**src/rtl/rdmx_buf_pkg.sv**
```systemverilog
// Shared definitions for the RAM readout path: parameter defaults, FSM state
// encoding and a counter-width helper.
package rdmx_buf_pkg;

   localparam int DATA_W_DEF     = 512;
   localparam int ADDR_W_DEF     = 12;
   localparam int RD_LAT_DEF     = 2;
   localparam int FIFO_DEPTH_DEF = 4;

   typedef enum logic [1:0] {
      ST_IDLE  = 2'd0,
      ST_READ  = 2'd1,
      ST_DRAIN = 2'd2
   } rd_state_e;

   // Bits needed to hold the values 0..n inclusive.
   function automatic int cnt_width(input int n);
      return (n < 1) ? 1 : $clog2(n + 1);
   endfunction

endpackage

```
**src/rtl/rd_out_fifo.sv**
```systemverilog
// First-word-fall-through output buffer. The head entry is visible on
// o_pop_data whenever o_empty is low. A push into a full buffer or a pop
// from an empty one is ignored.
module rd_out_fifo
   import rdmx_buf_pkg::*;
#(
   parameter int WIDTH = DATA_W_DEF + 1,
   parameter int DEPTH = FIFO_DEPTH_DEF
)(
   input  logic                        clk,
   input  logic                        rst_n,
   input  logic                        i_push,
   input  logic [WIDTH-1:0]            i_push_data,
   input  logic                        i_pop,
   output logic [WIDTH-1:0]            o_pop_data,
   output logic                        o_empty,
   output logic [cnt_width(DEPTH)-1:0] o_count
);
   localparam int CNT_W = cnt_width(DEPTH);
   localparam int PTR_W = (DEPTH > 1) ? $clog2(DEPTH) : 1;

   logic [WIDTH-1:0] r_mem [DEPTH];
   logic [PTR_W-1:0] r_wr_ptr;
   logic [PTR_W-1:0] r_rd_ptr;
   logic [CNT_W-1:0] r_count;
   logic             w_push;
   logic             w_pop;

   assign w_push     = i_push && (r_count != CNT_W'(DEPTH));
   assign w_pop      = i_pop && (r_count != '0);
   assign o_empty    = (r_count == '0);
   assign o_count    = r_count;
   assign o_pop_data = r_mem[r_rd_ptr];

   // Storage write; contents need no reset because occupancy is tracked separately
   always_ff @(posedge clk) begin
      if (w_push) begin
         r_mem[r_wr_ptr] <= i_push_data;
      end
   end

   // Pointer and occupancy bookkeeping; push+pop together leave the count unchanged
   always_ff @(posedge clk or negedge rst_n) begin
      if (!rst_n) begin
         r_wr_ptr <= '0;
         r_rd_ptr <= '0;
         r_count  <= '0;
      end else begin
         if (w_push) begin
            r_wr_ptr <= (r_wr_ptr == PTR_W'(DEPTH - 1)) ? '0 : r_wr_ptr + PTR_W'(1);
         end
         if (w_pop) begin
            r_rd_ptr <= (r_rd_ptr == PTR_W'(DEPTH - 1)) ? '0 : r_rd_ptr + PTR_W'(1);
         end
         case ({w_push, w_pop})
            2'b10:   r_count <= r_count + CNT_W'(1);
            2'b01:   r_count <= r_count - CNT_W'(1);
            default: r_count <= r_count;
         endcase
      end
   end

endmodule

```
**src/rtl/ram_reader.sv**
```systemverilog
// Reads a frame of beat_count words from a fixed-latency RAM starting at
// address 0 and streams them out on an AXI-Stream style port. Reads are only
// issued when the output buffer is guaranteed room for every word in flight,
// so backpressure can never overflow it.
module ram_reader
   import rdmx_buf_pkg::*;
#(
   parameter int DATA_W     = DATA_W_DEF,
   parameter int ADDR_W     = ADDR_W_DEF,
   parameter int RD_LAT     = RD_LAT_DEF,
   parameter int FIFO_DEPTH = FIFO_DEPTH_DEF
)(
   input  logic              clk,
   input  logic              resetn,
   input  logic              start,
   input  logic [ADDR_W:0]   beat_count,
   output logic              idle,
   output logic              ram_rd_en,
   output logic [ADDR_W-1:0] ram_addr,
   input  logic [DATA_W-1:0] ram_rdata,
   output logic [DATA_W-1:0] axis_tdata,
   output logic              axis_tvalid,
   output logic              axis_tlast,
   input  logic              axis_tready
);
   localparam int CNT_W = cnt_width(FIFO_DEPTH);

   logic              r_rst_meta;
   logic              r_rst_sync;
   logic              w_rst_n;
   rd_state_e         r_state;
   rd_state_e         w_state_next;
   logic [ADDR_W:0]   r_remaining;
   logic [ADDR_W-1:0] r_addr;
   logic [CNT_W-1:0]  r_inflight;
   logic [RD_LAT-1:0] r_tag_valid;
   logic [RD_LAT-1:0] r_tag_last;
   logic [CNT_W:0]    w_occupancy;
   logic              w_space;
   logic              w_start_ok;
   logic              w_issue;
   logic              w_ret;
   logic              w_pop;
   logic [DATA_W:0]   w_fifo_dout;
   logic              w_fifo_empty;
   logic [CNT_W-1:0]  w_fifo_count;

   // Reset bridge: entry into reset is immediate, release is aligned to clk
   always_ff @(posedge clk or negedge resetn) begin
      if (!resetn) begin
         r_rst_meta <= 1'b0;
         r_rst_sync <= 1'b0;
      end else begin
         r_rst_meta <= 1'b1;
         r_rst_sync <= r_rst_meta;
      end
   end
   assign w_rst_n = r_rst_sync;

   assign w_start_ok  = (r_state == ST_IDLE) && start && (beat_count != '0);
   assign w_occupancy = {1'b0, w_fifo_count} + {1'b0, r_inflight};
   assign w_space     = (w_occupancy < (CNT_W + 1)'(FIFO_DEPTH));
   assign w_issue     = (r_state == ST_READ) && (r_remaining != '0) && w_space;
   assign w_ret       = r_tag_valid[RD_LAT-1];
   assign w_pop       = axis_tvalid && axis_tready;

   // FSM state register
   always_ff @(posedge clk or negedge w_rst_n) begin
      if (!w_rst_n) begin
         r_state <= ST_IDLE;
      end else begin
         r_state <= w_state_next;
      end
   end

   // Next state; DRAIN exits on the cycle the final beat is accepted so idle
   // is already high in the following cycle
   always_comb begin
      w_state_next = r_state;
      case (r_state)
         ST_IDLE: begin
            if (w_start_ok) begin
               w_state_next = ST_READ;
            end
         end
         ST_READ: begin
            if (w_issue && (r_remaining == (ADDR_W + 1)'(1))) begin
               w_state_next = ST_DRAIN;
            end
         end
         ST_DRAIN: begin
            if ((r_inflight == '0) && !w_ret &&
                (w_fifo_empty || ((w_fifo_count == CNT_W'(1)) && w_pop))) begin
               w_state_next = ST_IDLE;
            end
         end
         default: w_state_next = ST_IDLE;
      endcase
   end

   // Frame address and beats-left counter
   always_ff @(posedge clk or negedge w_rst_n) begin
      if (!w_rst_n) begin
         r_addr      <= '0;
         r_remaining <= '0;
      end else if (w_start_ok) begin
         r_addr      <= '0;
         r_remaining <= beat_count;
      end else if (w_issue) begin
         r_addr      <= r_addr + ADDR_W'(1);
         r_remaining <= r_remaining - (ADDR_W + 1)'(1);
      end
   end

   // Reads issued but not yet returned; issue and return together cancel
   always_ff @(posedge clk or negedge w_rst_n) begin
      if (!w_rst_n) begin
         r_inflight <= '0;
      end else begin
         case ({w_issue, w_ret})
            2'b10:   r_inflight <= r_inflight + CNT_W'(1);
            2'b01:   r_inflight <= r_inflight - CNT_W'(1);
            default: r_inflight <= r_inflight;
         endcase
      end
   end

   // Tag pipeline travelling with each read so the returning word knows
   // whether it is valid and whether it closes the frame
   always_ff @(posedge clk or negedge w_rst_n) begin
      if (!w_rst_n) begin
         r_tag_valid <= '0;
         r_tag_last  <= '0;
      end else begin
         r_tag_valid[0] <= w_issue;
         r_tag_last[0]  <= w_issue && (r_remaining == (ADDR_W + 1)'(1));
         for (int i = 1; i < RD_LAT; i++) begin
            r_tag_valid[i] <= r_tag_valid[i-1];
            r_tag_last[i]  <= r_tag_last[i-1];
         end
      end
   end

   rd_out_fifo #(
      .WIDTH (DATA_W + 1),
      .DEPTH (FIFO_DEPTH)
   ) u_out_fifo (
      .clk         (clk),
      .rst_n       (w_rst_n),
      .i_push      (w_ret),
      .i_push_data ({r_tag_last[RD_LAT-1], ram_rdata}),
      .i_pop       (w_pop),
      .o_pop_data  (w_fifo_dout),
      .o_empty     (w_fifo_empty),
      .o_count     (w_fifo_count)
   );

   assign idle        = (r_state == ST_IDLE);
   assign ram_rd_en   = w_issue;
   assign ram_addr    = r_addr;
   assign axis_tvalid = !w_fifo_empty;
   assign axis_tdata  = w_fifo_dout[DATA_W-1:0];
   assign axis_tlast  = w_fifo_dout[DATA_W] && !w_fifo_empty;

endmodule

```
**config.mk**
```make
export PLATFORM = sky130hd
export DESIGN_NAME = ram_reader
export DESIGN_NICKNAME = d
export VERILOG_FILES = /design/src/rtl/rdmx_buf_pkg.sv /design/src/rtl/rd_out_fifo.sv /design/src/rtl/ram_reader.sv
export SDC_FILE = /design/constraint.sdc
export NUM_CORES = 1
export LEC_CHECK = 0
export CORE_UTILIZATION = 35
export CTS_CLUSTER_SIZE = 8
export DETAILED_ROUTE_END_ITERATION = 8
export DONT_BUFFER_PORTS = 1
export MAX_ROUTING_LAYER = met4
export SYNTH_ARGS = -nofsm -noshare
export SYNTH_HDL_FRONTEND = slang
export SYNTH_SLANG_ARGS = --single-unit
export TNS_END_PERCENT = 5
```
**constraint.sdc**
```tcl
create_clock -name clk -period 2.72 [get_ports clk]
set_clock_uncertainty 0.15 [all_clocks]
set_input_delay 0.544 -clock clk [delete_from_list [all_inputs] [get_ports clk]]
set_output_delay 0.544 -clock clk [all_outputs]
set_load 0.01 [all_outputs]
```
==> results of run 1 <==
==> metal layers <==
layer	share of wire	vias up
li1	-	14600
met1	0.37	18700
met2	0.50	1522
met3	0.099	339
met4	0.032	0
met5	0	-
==> cells in the mapped netlist (all sizes together), types with 2 or more instances <==
cell type / count
inv: 13
mux2: 2
nand2b: 2
or4: 3
nor3: 7
mux2i: 2
o211ai: 3
nor4b: 2
o21ai: 9
edfxtp: 2052
buf: 69
nand4: 3
mux4: 513
clkbuf: 51
a22o: 2
dfrtp: 43
nor4: 16
a21oi: 3
nand2: 16
ha: 16
nand3: 9
o311ai: 5
xor2: 2
and2: 6
xnor2: 18
nor2: 19
o22ai: 2
or3: 4
==> cells by family after synthesis <==
group | synth area share
xor gates and xnor gates | 0.00231
other | 0.0000494
DFF | 0.825
adders and majority gates | 0.00290
AOI/OAI and AO/OA | 0.00272
and+or+nand+nor | 0.00674
muxes | 0.153
buffers and inverters | 0.00726
==> repair_timing <==
| item | CTS | global route |
|---|---|---|
| setup endpoints to repair | 514 | 518 |
| pin swaps | 0 | 3 |
| cloned | 2 | 12 |
| hold buffers | 534 | 0 |
| buffers inserted | 9 | 34 |
| resized for setup | 36 | 58 |
| hold endpoints to repair | 2070 | 0 |
==> registers in the layout (all words and copies together) (netlist names) <==
signal,cells
u_out_fifo.r_mem,2052
r_remaining,13
ram_addr,12
r_inflight,3
u_out_fifo.o_count,3
r_state,2
r_tag_last,2
r_tag_valid,2
u_out_fifo.r_rd_ptr,2
u_out_fifo.r_wr_ptr,2
r_rst_meta,1
r_rst_sync,1
==> layout make-up <==
type,count,area share
inverters,13,0.000558
multi-input cells,678,0.133
flip-flops and latches,2095,0.650
clock inverters,17,0.00222
clock buffers,340,0.0829
repair buffers,801,0.0935
well taps,2838,0.0368
diodes,45,0.00117
==> through the flow <==
step                      power [mW]  cells   TNS, ns  area (um2)
final                            106   6827   -267.72       96400
after global routing             110   6821   -327.21       96400
after floorplan                 61.2   2906  -4868.89       76000
after detailed placement        71.3   5835         0       81600
after CTS                        106   6737   -319.63       95500
after global placement          71.1   5835         0       81600
==> worst max-delay path: stages, from the launching register on <==
cell	delay (ns)
dfrtp_4	0.46
buf_12	0.12
buf_12	0.16
buf_16	0.18
buf_12	0.17
mux4_2	0.59
==> worst min path at each step <==
stage	from	to	slack [ns]	depth (start not counted)
after floorplan	resetn	r_rst_meta$_DFF_PN0_	0.1	0
after global placement	resetn	r_rst_meta$_DFF_PN0_	0.1	0
after detailed placement	resetn	r_rst_meta$_DFF_PN0_	0.1	0
after CTS	beat_count[4]	r_state[0]$_DFFE_PN0P_	0.04	4
after global routing	beat_count[4]	r_state[0]$_DFFE_PN0P_	0.13	4
final	beat_count[4]	r_state[0]$_DFFE_PN0P_	0.12	4
==> where the power goes <==
part	total (mW)	internal, mW	leakage (nW)	switching (mW)
Sequential	42.8	41.5	19.1	1.32
Combinational	30.5	12.8	7.72	17.6
Clock	33.1	20.5	4.03	12.6
==> cells in the final DEF, fill, tap and decap left out, types with 19 or more instances in the layout <==
master and instances:
mux4_2 513, buf_4 133, nor2_1 19, clkbuf_1 24
dfrtp_1 39, edfxtp_1 2052, diode_2 45, clkbuf_16 328
buf_12 91, dlygate4sd3_1 533
==> flow_metrics.py, run 1 <==
metrics = {
    "run_status": {
        "outcome": "complete, but fails checks",
        "violations": "setup timing",
    },
    "critical_path": {
        "r2r_setup_slack_ns": -0.04,
        "arrival_ns": 2.67,
        "worstPathRequired_ns": 2.03,
        "path_class": "flip-flop to output port",
        "crit_path_start_kind": "flip-flop",
        "crit_start": "u_out_fifo.r_rd_ptr[0]$_DFFE_PN0P_",
        "r2r_end": "r_remaining[9]$_DFFE_PN0P_",
        "setup.worst_path.end": "axis_tdata[185]",
        "critPathCaptureType": "output port",
        "path_max_fanout": 13,
        "reg2reg_depth": 9,
        "r2r-start": "r_remaining[1]$_DFFE_PN0P_",
    },
    "placement": {
        "dp_slack_ns": 0.0501,
        "hpwl_um": 125000,
        "place_congestion": 0.827,
        "port-buffer-count": 0,
    },
    "cts": {
        "cts_root_buf": "clkbuf_16",
        "clock_latency_ns": 0.90,
        "cts_buffers": 313,
        "clk_pin_slew_worst_paths_ns": 0.05,
        "cts_sinks": 2095,
        "cts_tree": "done",
        "htreeDepth": 5,
        "clk_path_buf_depth": 4,
    },
    "routing": {
        "via_count": 35100,
        "drc": 0,
        "drtPass1Iterations": 5,
        "post_drt_via_cell_ratio": 5.15,
        "wl_um": 188000,
        "drt_iter0_drc": 2711,
        "drtAntennaViolNets": 0,
        "wire_per_inst_um": 27.5,
    },
    "global_route": {
        "grt_max_degree": 63,
        "antenna_found_initial": 39,
        "grt_pass1_wl_um": 262000,
        "overflow": 0,
        "grtUsageTotal": 0.170,
        "grtUsageMet1": 0.195,
        "busiest_layer": "met2",
        "grt_pass1_vias": 36700,
        "grt_use_met2": 0.270,
        "use_met3": 0.0636,
    },
    "logic_synthesis": {
        "yosysWarnings": 0,
        "ys_types": 49,
        "synth_area_leaders": "edfxtp_1, mux4_2, dfrtp_1, ha_1, buf_2",
        "syn_avg_cell_area_um2": 26.1,
        "synth_ff_type": "edfxtp_1",
        "ys_ff_latch": 2095,
        "yosysSeqAreaShare": 0.825,
        "synth_area_um2": 76000,
        "synthArstFlopShare": 0.0205,
        "synth.top_cell.area_share": 0.811,
        "synth_nets": 3452,
        "synth_edf_count": 2052,
        "synth_top_cell_by_area": "edfxtp_1",
        "syn_inst": 2906,
    },
    "floorplanning": {
        "dieWidth_um": 468,
        "dieArea_um2": 219000,
        "start_util": 0.353,
        "fp-row-count": 170,
        "io_pins": 1057,
        "core_um2": 215000,
        "die_y_um": 468,
    },
    "sta": {
        "period_minus_slack_ns": 3.36,
        "finalMaxSlewViolations": 0,
        "fmax_mhz": 297,
        "fin_ws_ns": -0.643,
        "rsz0062_at_grt": "yes",
        "post-route-period-util": 1.24,
        "slew_headroom": 0.529,
        "hold_slack_ns": 0.123,
        "max_slew.worst_pin.slew_ns": 0.707,
        "hold_viol": 0,
        "setup_viol": 516,
    },
    "power_and_ir_drop": {
        "vdd_drop_max_mv": 0.716,
        "p_per_area_nw_per_um2": 1100,
        "leakage_nw": 30.9,
    },
    "hold_path": {
        "hold_path.class": "primary input to flip-flop",
    },
    "finish": {
        "seq_area_um2": 62700,
        "multiInputGateArea_um2": 12800,
        "fin_nets": 4448,
        "drive_gt1_frac": 0.288,
        "final_util": 0.448,
        "syn2layout_area_growth_pct": 26.9,
        "fillerInstances": 17500,
    },
    "run": {
        "cap_violations": 0,
    },
}
(Power assumes the default switching activity.)
==> run 2: changes to the inputs <==
Settings changed: CORE_ASPECT_RATIO set to 1.75, SKIP_LAST_GASP set to 1.
==> run 2 against run 1 <==
The flow still finishes with violations (setup timing). First-iteration DRC count grew 1.0%. Sequential share of layout area grew 0.071 points. Core utilization decreased by 0.057 points. Largest power group unchanged. Critical path depth rose by 2. Wire length rose by 2.1%. Clock power about the same. Largest cell class unchanged. Critical endpoint is now ram_rd_en. Die area barely moved. Worst setup slack better by 0.11 ns. Final area decreased by 0.11%. Sequential power is essentially flat.
==> flow_metrics.py, run 2 (synthesis results as in run 1) <==
metrics = {
    "cts": {
        "clk_pin_slew_worst_paths_ns": 0.05,
        "clock_latency_ns": 0.81,
        "cts_tree": "done",
        "cts_sinks": 2095,
        "cts_root_buf": "clkbuf_16",
        "htreeDepth": 5,
        "clk_path_buf_depth": 4,
        "cts_buffers": 305,
    },
    "floorplanning": {
        "dieWidth_um": 354,
        "fp-row-count": 225,
        "core_um2": 215000,
        "start_util": 0.353,
        "io_pins": 1057,
        "dieArea_um2": 219000,
        "die_y_um": 618,
    },
    "critical_path": {
        "arrival_ns": 2.56,
        "critPathCaptureType": "output port",
        "critical-path-top-delay-family": "simple AND/OR/NAND/NOR gates",
        "path_buf_inv": 3,
        "path_class": "flip-flop to output port",
        "r2r_setup_slack_ns": -0.10,
        "reg2reg_depth": 9,
        "path_max_fanout": 8,
        "crit_path_cell_trace": "inv_2, ha_4, or4b_4, nor4_4, or2_4, buf_8, inv_6",
        "r2r-start": "r_remaining[0]$_DFFE_PN0P_",
        "cpPeakStageDelay_ns": 0.50,
        "worstPathRequired_ns": 2.03,
        "crit_path_start_kind": "flip-flop",
        "cp_slowest_cell": "or4b_4",
        "r2r_end": "r_inflight[1]$_DFFE_PN0P_",
    },
    "sta": {
        "setup_viol": 515,
        "post-route-period-util": 1.20,
        "fmax_mhz": 308,
        "fin_ws_ns": -0.532,
        "hold_viol": 0,
        "hold_slack_ns": 0.134,
        "slew_headroom": 0.370,
        "period_minus_slack_ns": 3.25,
        "finalMaxSlewViolations": 0,
        "max_slew.worst_pin.slew_ns": 0.945,
        "rsz0062_at_grt": "yes",
    },
    "routing": {
        "drt_iter0_drc": 2738,
        "wire_per_inst_um": 28.2,
        "drtPass1Iterations": 5,
        "drc": 0,
        "post_drt_via_cell_ratio": 5.12,
        "drtAntennaViolNets": 0,
        "via_count": 34800,
        "wl_um": 192000,
    },
    "finish": {
        "largest_register": "u_out_fifo.r_mem",
        "layout_commonest_cell": "edfxtp_1",
        "final_cells": 6807,
        "fin_nets": 4416,
        "final_cell_mix": "edfxtp_1, dlygate4sd3_1, mux4_2",
        "largest_reg_flops": 2052,
        "drive_gt1_frac": 0.284,
        "final_util": 0.448,
        "syn2layout_area_growth_pct": 26.8,
    },
    "power_and_ir_drop": {
        "p_per_area_nw_per_um2": 1100,
        "p_total_mw": 106,
        "pwr-share-clk": 0.313,
        "p_comb_frac": 0.283,
        "internal_power_mw": 74.1,
        "sw_frac_of_total": 0.302,
        "vdd_drop_max_mv": 0.850,
        "switching_power_mw": 32.0,
        "leakage_nw": 30.8,
        "seqPwrFrac": 0.403,
    },
    "global_route": {
        "antenna_found_initial": 51,
        "grt_pass1_vias": 37700,
        "grt_max_degree": 94,
        "grt_pass1_wl_um": 270000,
        "overflow": 0,
        "grtUsageTotal": 0.174,
    },
    "run_status": {
        "outcome": "complete, but fails checks",
        "violations": "setup timing",
    },
    "hold_path": {
        "hold_start": "start",
        "hold_end": "r_remaining[5]$_DFFE_PN0P_",
        "hold_path.class": "primary input to flip-flop",
        "min_path_cells": 3,
    },
    "placement": {
        "hpwl_um": 127000,
        "place_congestion": 0.833,
        "dp_slack_ns": 0.0481,
        "dp_cells": 5834,
        "port-buffer-count": 0,
    },
    "run": {
        "cap_violations": 0,
    },
}
## run 2: changes by cell type in the layout (fill, tap and decap cells not counted), sizes merged
cell,delta
buf,-20
clkbuf,-6
clkinv,+6
dlygate4sd3,-4
bufbuf,+3
inv,+2
diode,+1
dlymetal6s4s,-1
## run 2: how the worst max path moves through the flow
stage / startpoint / endpoint / slack, ns / cells past startpoint
2_1_floorplan: u_out_fifo.o_count[0]$_DFFE_PN0P_ / u_out_fifo.r_mem[0][0]$_DFFE_PP_ / -2.37 / 4
3_3_place_gp: r_inflight[2]$_DFFE_PN0P_ / r_inflight[2]$_DFFE_PN0P_ / -0.02 / 9
3_5_place_dp: r_remaining[1]$_DFFE_PN0P_ / r_inflight[1]$_DFFE_PN0P_ / 0.05 / 8
4_1_cts: u_out_fifo.r_rd_ptr[0]$_DFFE_PN0P_ / axis_tdata[274] / -0.64 / 5
5_1_grt: r_remaining[0]$_DFFE_PN0P_ / ram_rd_en / -0.63 / 7
6_report: r_remaining[0]$_DFFE_PN0P_ / ram_rd_en / -0.53 / 7
## run 2: worst register-to-register path, cell delays in order, from the launching register on
cell and delay (ns):
dfrtp_1 0.39, inv_2 0.09, ha_4 0.14, or4b_4 0.50
nor4_4 0.29, or2_4 0.18, buf_4 0.10, ha_1 0.18
fa_1 0.41, mux2_2 0.27
## run 2: repair_timing
item                                     CTS  global route
resized for setup                         23            27
endpoints found under the hold margin   2069             0
hold buffers                             529             0
pin swaps                                  1             2
endpoints found under the setup margin   514           515
setup buffers                             12             8
cloned                                     9            10
## run 2: through the flow
| stage | area (um2) | TNS, ns |
|---|---|---|
| 2_1_floorplan | 76000 | -4868.89 |
| 3_3_place_gp | 81700 | -0.0210 |
| 3_5_place_dp | 81700 | 0 |
| 4_1_cts | 95800 | -281.74 |
| 5_1_grt | 96300 | -270.22 |
| 6_report | 96300 | -206.43 |
## run 2: cell type report
type / count / area [um2]
clock buffer: 336 / 7770
fill: 17700 / 119000
clock inverter: 25 / 500
sequential: 2095 / 62700
timing repair buffer: 777 / 8860
inverter: 13 / 53.8
antenna: 46 / 115
multi-input combinational: 678 / 12800
tap: 2837 / 3550
## run 2: layer usage
metal	track usage	routed length, um
met5	-	0
met4	0.0522	4970
met3	0.0643	18700
met2	0.307	103000
met1	0.180	65000
## run 2: power by group through the flow
stage / clock [mW] / sequential [mW] / combinational [mW]
3_5_place_dp: 0 / 43.4 / 28.0
3_3_place_gp: 0 / 43.1 / 28.1
6_report: 33.3 / 42.8 / 30.1
5_1_grt: 35.2 / 43.2 / 31.8
2_1_floorplan: 0 / 43.7 / 17.5
4_1_cts: 34.0 / 42.8 / 30.2
==> run 3: changes to the inputs <==
Settings changed: REMOVE_ABC_BUFFERS set to 1.
==> run 3 against run 2 <==
The flow still finishes with violations (setup timing). Critical path depth decreased by 4. Final area decreased by 0.45%. Sequential share of layout area increased by 0.29 points. First-iteration DRC count increased by 5.7%. Register-to-register slack improved by 0.07 ns. Worst setup slack improved by 0.097 ns. Core utilization decreased by 0.20 points. Wire length decreased by 4.3%. Count of clock-buffer cells in the layout decreased by 9. Largest power group unchanged.
==> flow_metrics.py, run 3 (synthesis results as in run 1) <==
metrics = {
    "sta": {
        "fmax_mhz": 317,
        "period_minus_slack_ns": 3.15,
        "post-route-period-util": 1.16,
        "slew_headroom": 0.379,
        "rsz0062_at_grt": "yes",
        "fin_ws_ns": -0.435,
        "finalSetupTns_ns": -180.33,
        "setup_viol": 515,
        "max_slew.worst_pin.slew_ns": 0.932,
        "hold_viol": 0,
        "finalMaxSlewViolations": 0,
    },
    "finish": {
        "largest_reg_flops": 2052,
        "multiInputGateArea_um2": 12700,
        "largest_register": "u_out_fifo.r_mem",
        "fillerInstances": 17700,
        "fin_area_um2": 95900,
        "seq_area_um2": 62700,
        "final_cell_mix": "edfxtp_1, dlygate4sd3_1, mux4_2",
        "fin_nets": 4375,
        "syn2layout_area_growth_pct": 26.2,
        "drive_gt1_frac": 0.276,
        "final_cells": 6750,
        "layout_commonest_cell": "edfxtp_1",
        "final_util": 0.446,
    },
    "placement": {
        "port-buffer-count": 0,
        "placedInstanceArea_um2": 81500,
        "hpwl_um": 121000,
        "place_congestion": 0.809,
        "dp_slack_ns": 0.0375,
        "dp_cells": 5795,
    },
    "critical_path": {
        "crit_path_start_kind": "flip-flop",
        "worstPathRequired_ns": 2.03,
        "critPathCaptureType": "output port",
        "cp_slowest_cell": "mux4_2",
        "worstSetupPathDepth": 3,
        "arrival_ns": 2.46,
        "critical-path-top-delay-family": "multiplexers",
        "path_max_fanout": 14,
        "path_buf_inv": 2,
        "reg2reg_depth": 10,
        "cpPeakStageDelay_ns": 0.57,
        "crit_path_cell_trace": "buf_16, bufbuf_16, mux4_2",
        "r2r_setup_slack_ns": -0.03,
        "path_class": "flip-flop to output port",
    },
    "global_route": {
        "antenna_found_initial": 38,
        "overflow": 0,
        "grt_pass1_wl_um": 263000,
        "grt_max_degree": 56,
        "grtUsageTotal": 0.169,
        "grt_pass1_vias": 37800,
    },
    "floorplanning": {
        "io_pins": 1057,
        "start_util": 0.353,
        "die_y_um": 618,
        "core_um2": 215000,
        "fp-row-count": 225,
        "dieWidth_um": 354,
        "dieArea_um2": 219000,
    },
    "cts": {
        "cts_buffers": 306,
        "htreeDepth": 5,
        "clk_pin_slew_worst_paths_ns": 0.05,
        "cts_root_buf": "clkbuf_16",
        "clk_path_buf_depth": 4,
        "cts_sinks": 2095,
        "clock_latency_ns": 0.78,
        "cts_tree": "done",
    },
    "routing": {
        "drtPass1Iterations": 5,
        "via_count": 34400,
        "dr_wl_met3_um": 17600,
        "wl_met2_um": 95100,
        "post_drt_via_cell_ratio": 5.10,
        "drtAntennaViolNets": 0,
        "drc": 0,
        "wl_um": 184000,
        "drt-met1-wl_um": 65500,
        "drt_iter0_drc": 2893,
        "wire_per_inst_um": 27.2,
        "top_layer_used": "met4",
    },
    "hold_path": {
        "min_path_cells": 2,
        "hold_path.class": "primary input to flip-flop",
    },
    "power_and_ir_drop": {
        "internal_power_mw": 74.0,
        "sw_frac_of_total": 0.296,
        "p_comb_frac": 0.279,
        "seqPwrFrac": 0.407,
        "vdd_drop_max_mv": 0.764,
        "p_per_area_nw_per_um2": 1100,
        "leakage_nw": 30.5,
        "switching_power_mw": 31.1,
        "pwr-share-clk": 0.314,
    },
    "run_status": {
        "violations": "setup timing",
        "outcome": "complete, but fails checks",
    },
    "run": {
        "cap_violations": 0,
    },
}
run 3: worst paths after layout:
| path | start | end |
|---|---|---|
| worst max-delay path | u_out_fifo.r_rd_ptr[0]$_DFFE_PN0P_ | axis_tdata[299] |
| worst min-delay path | start | ram_addr[6]$_DFFE_PN0P_ |
| worst max register to register | r_inflight[2]$_DFFE_PN0P_ | r_inflight[2]$_DFFE_PN0P_ |
| worst min register to register | r_tag_last[0]$_DFF_PN0_ | r_tag_last[1]$_DFF_PN0_ |
| max in group asynchronous | r_rst_sync$_DFF_PN0_ | u_out_fifo.r_rd_ptr[1]$_DFFE_PN0P_ |
| min in group asynchronous | r_rst_sync$_DFF_PN0_ | ram_addr[6]$_DFFE_PN0P_ |
run 3: timing repair:
item	in CTS	in global routing
setup buffers	16	6
setup endpoints to repair	514	517
cloned	9	3
hold endpoints to repair	2068	0
resized for setup	33	11
pin swaps	2	1
hold buffers	529	0
run 3: cell type report:
| class | count | area share |
|---|---|---|
| diodes | 37 | 0.000966 |
| clock buffers | 327 | 0.0809 |
| clock inverters | 28 | 0.00455 |
| inverters | 13 | 0.000561 |
| multi-input cells | 678 | 0.133 |
| flip-flops and latches | 2095 | 0.654 |
| well taps | 2837 | 0.0370 |
| repair buffers | 735 | 0.0891 |
run 3: power by group through the flow:
stage | Clock (mW) | Sequential (mW) | Combinational, mW
6_report | 33.0 | 42.8 | 29.3
3_3_place_gp | 0 | 43.0 | 27.5
5_1_grt | 34.9 | 43.2 | 31.0
3_5_place_dp | 0 | 43.4 | 27.5
2_1_floorplan | 0 | 41.9 | 6.74
4_1_cts | 33.8 | 42.8 | 29.8
run 3: metrics by stage:
stage | hold WS [ns] | power, mW
global route | 0.143 | 109
detailed placement | 0.0988 | 70.8
global placement | 0.0988 | 70.6
finish | 0.148 | 105
CTS | 0.0389 | 106
floorplan | 0.0984 | 48.6
run 3: routing by layer:
layer | vias up | global-route usage
li1 | 14400 | -
met1 | 18300 | 0.184
met2 | 1456 | 0.285
met3 | 301 | 0.0613
met4 | 0 | 0.0549
met5 | - | -
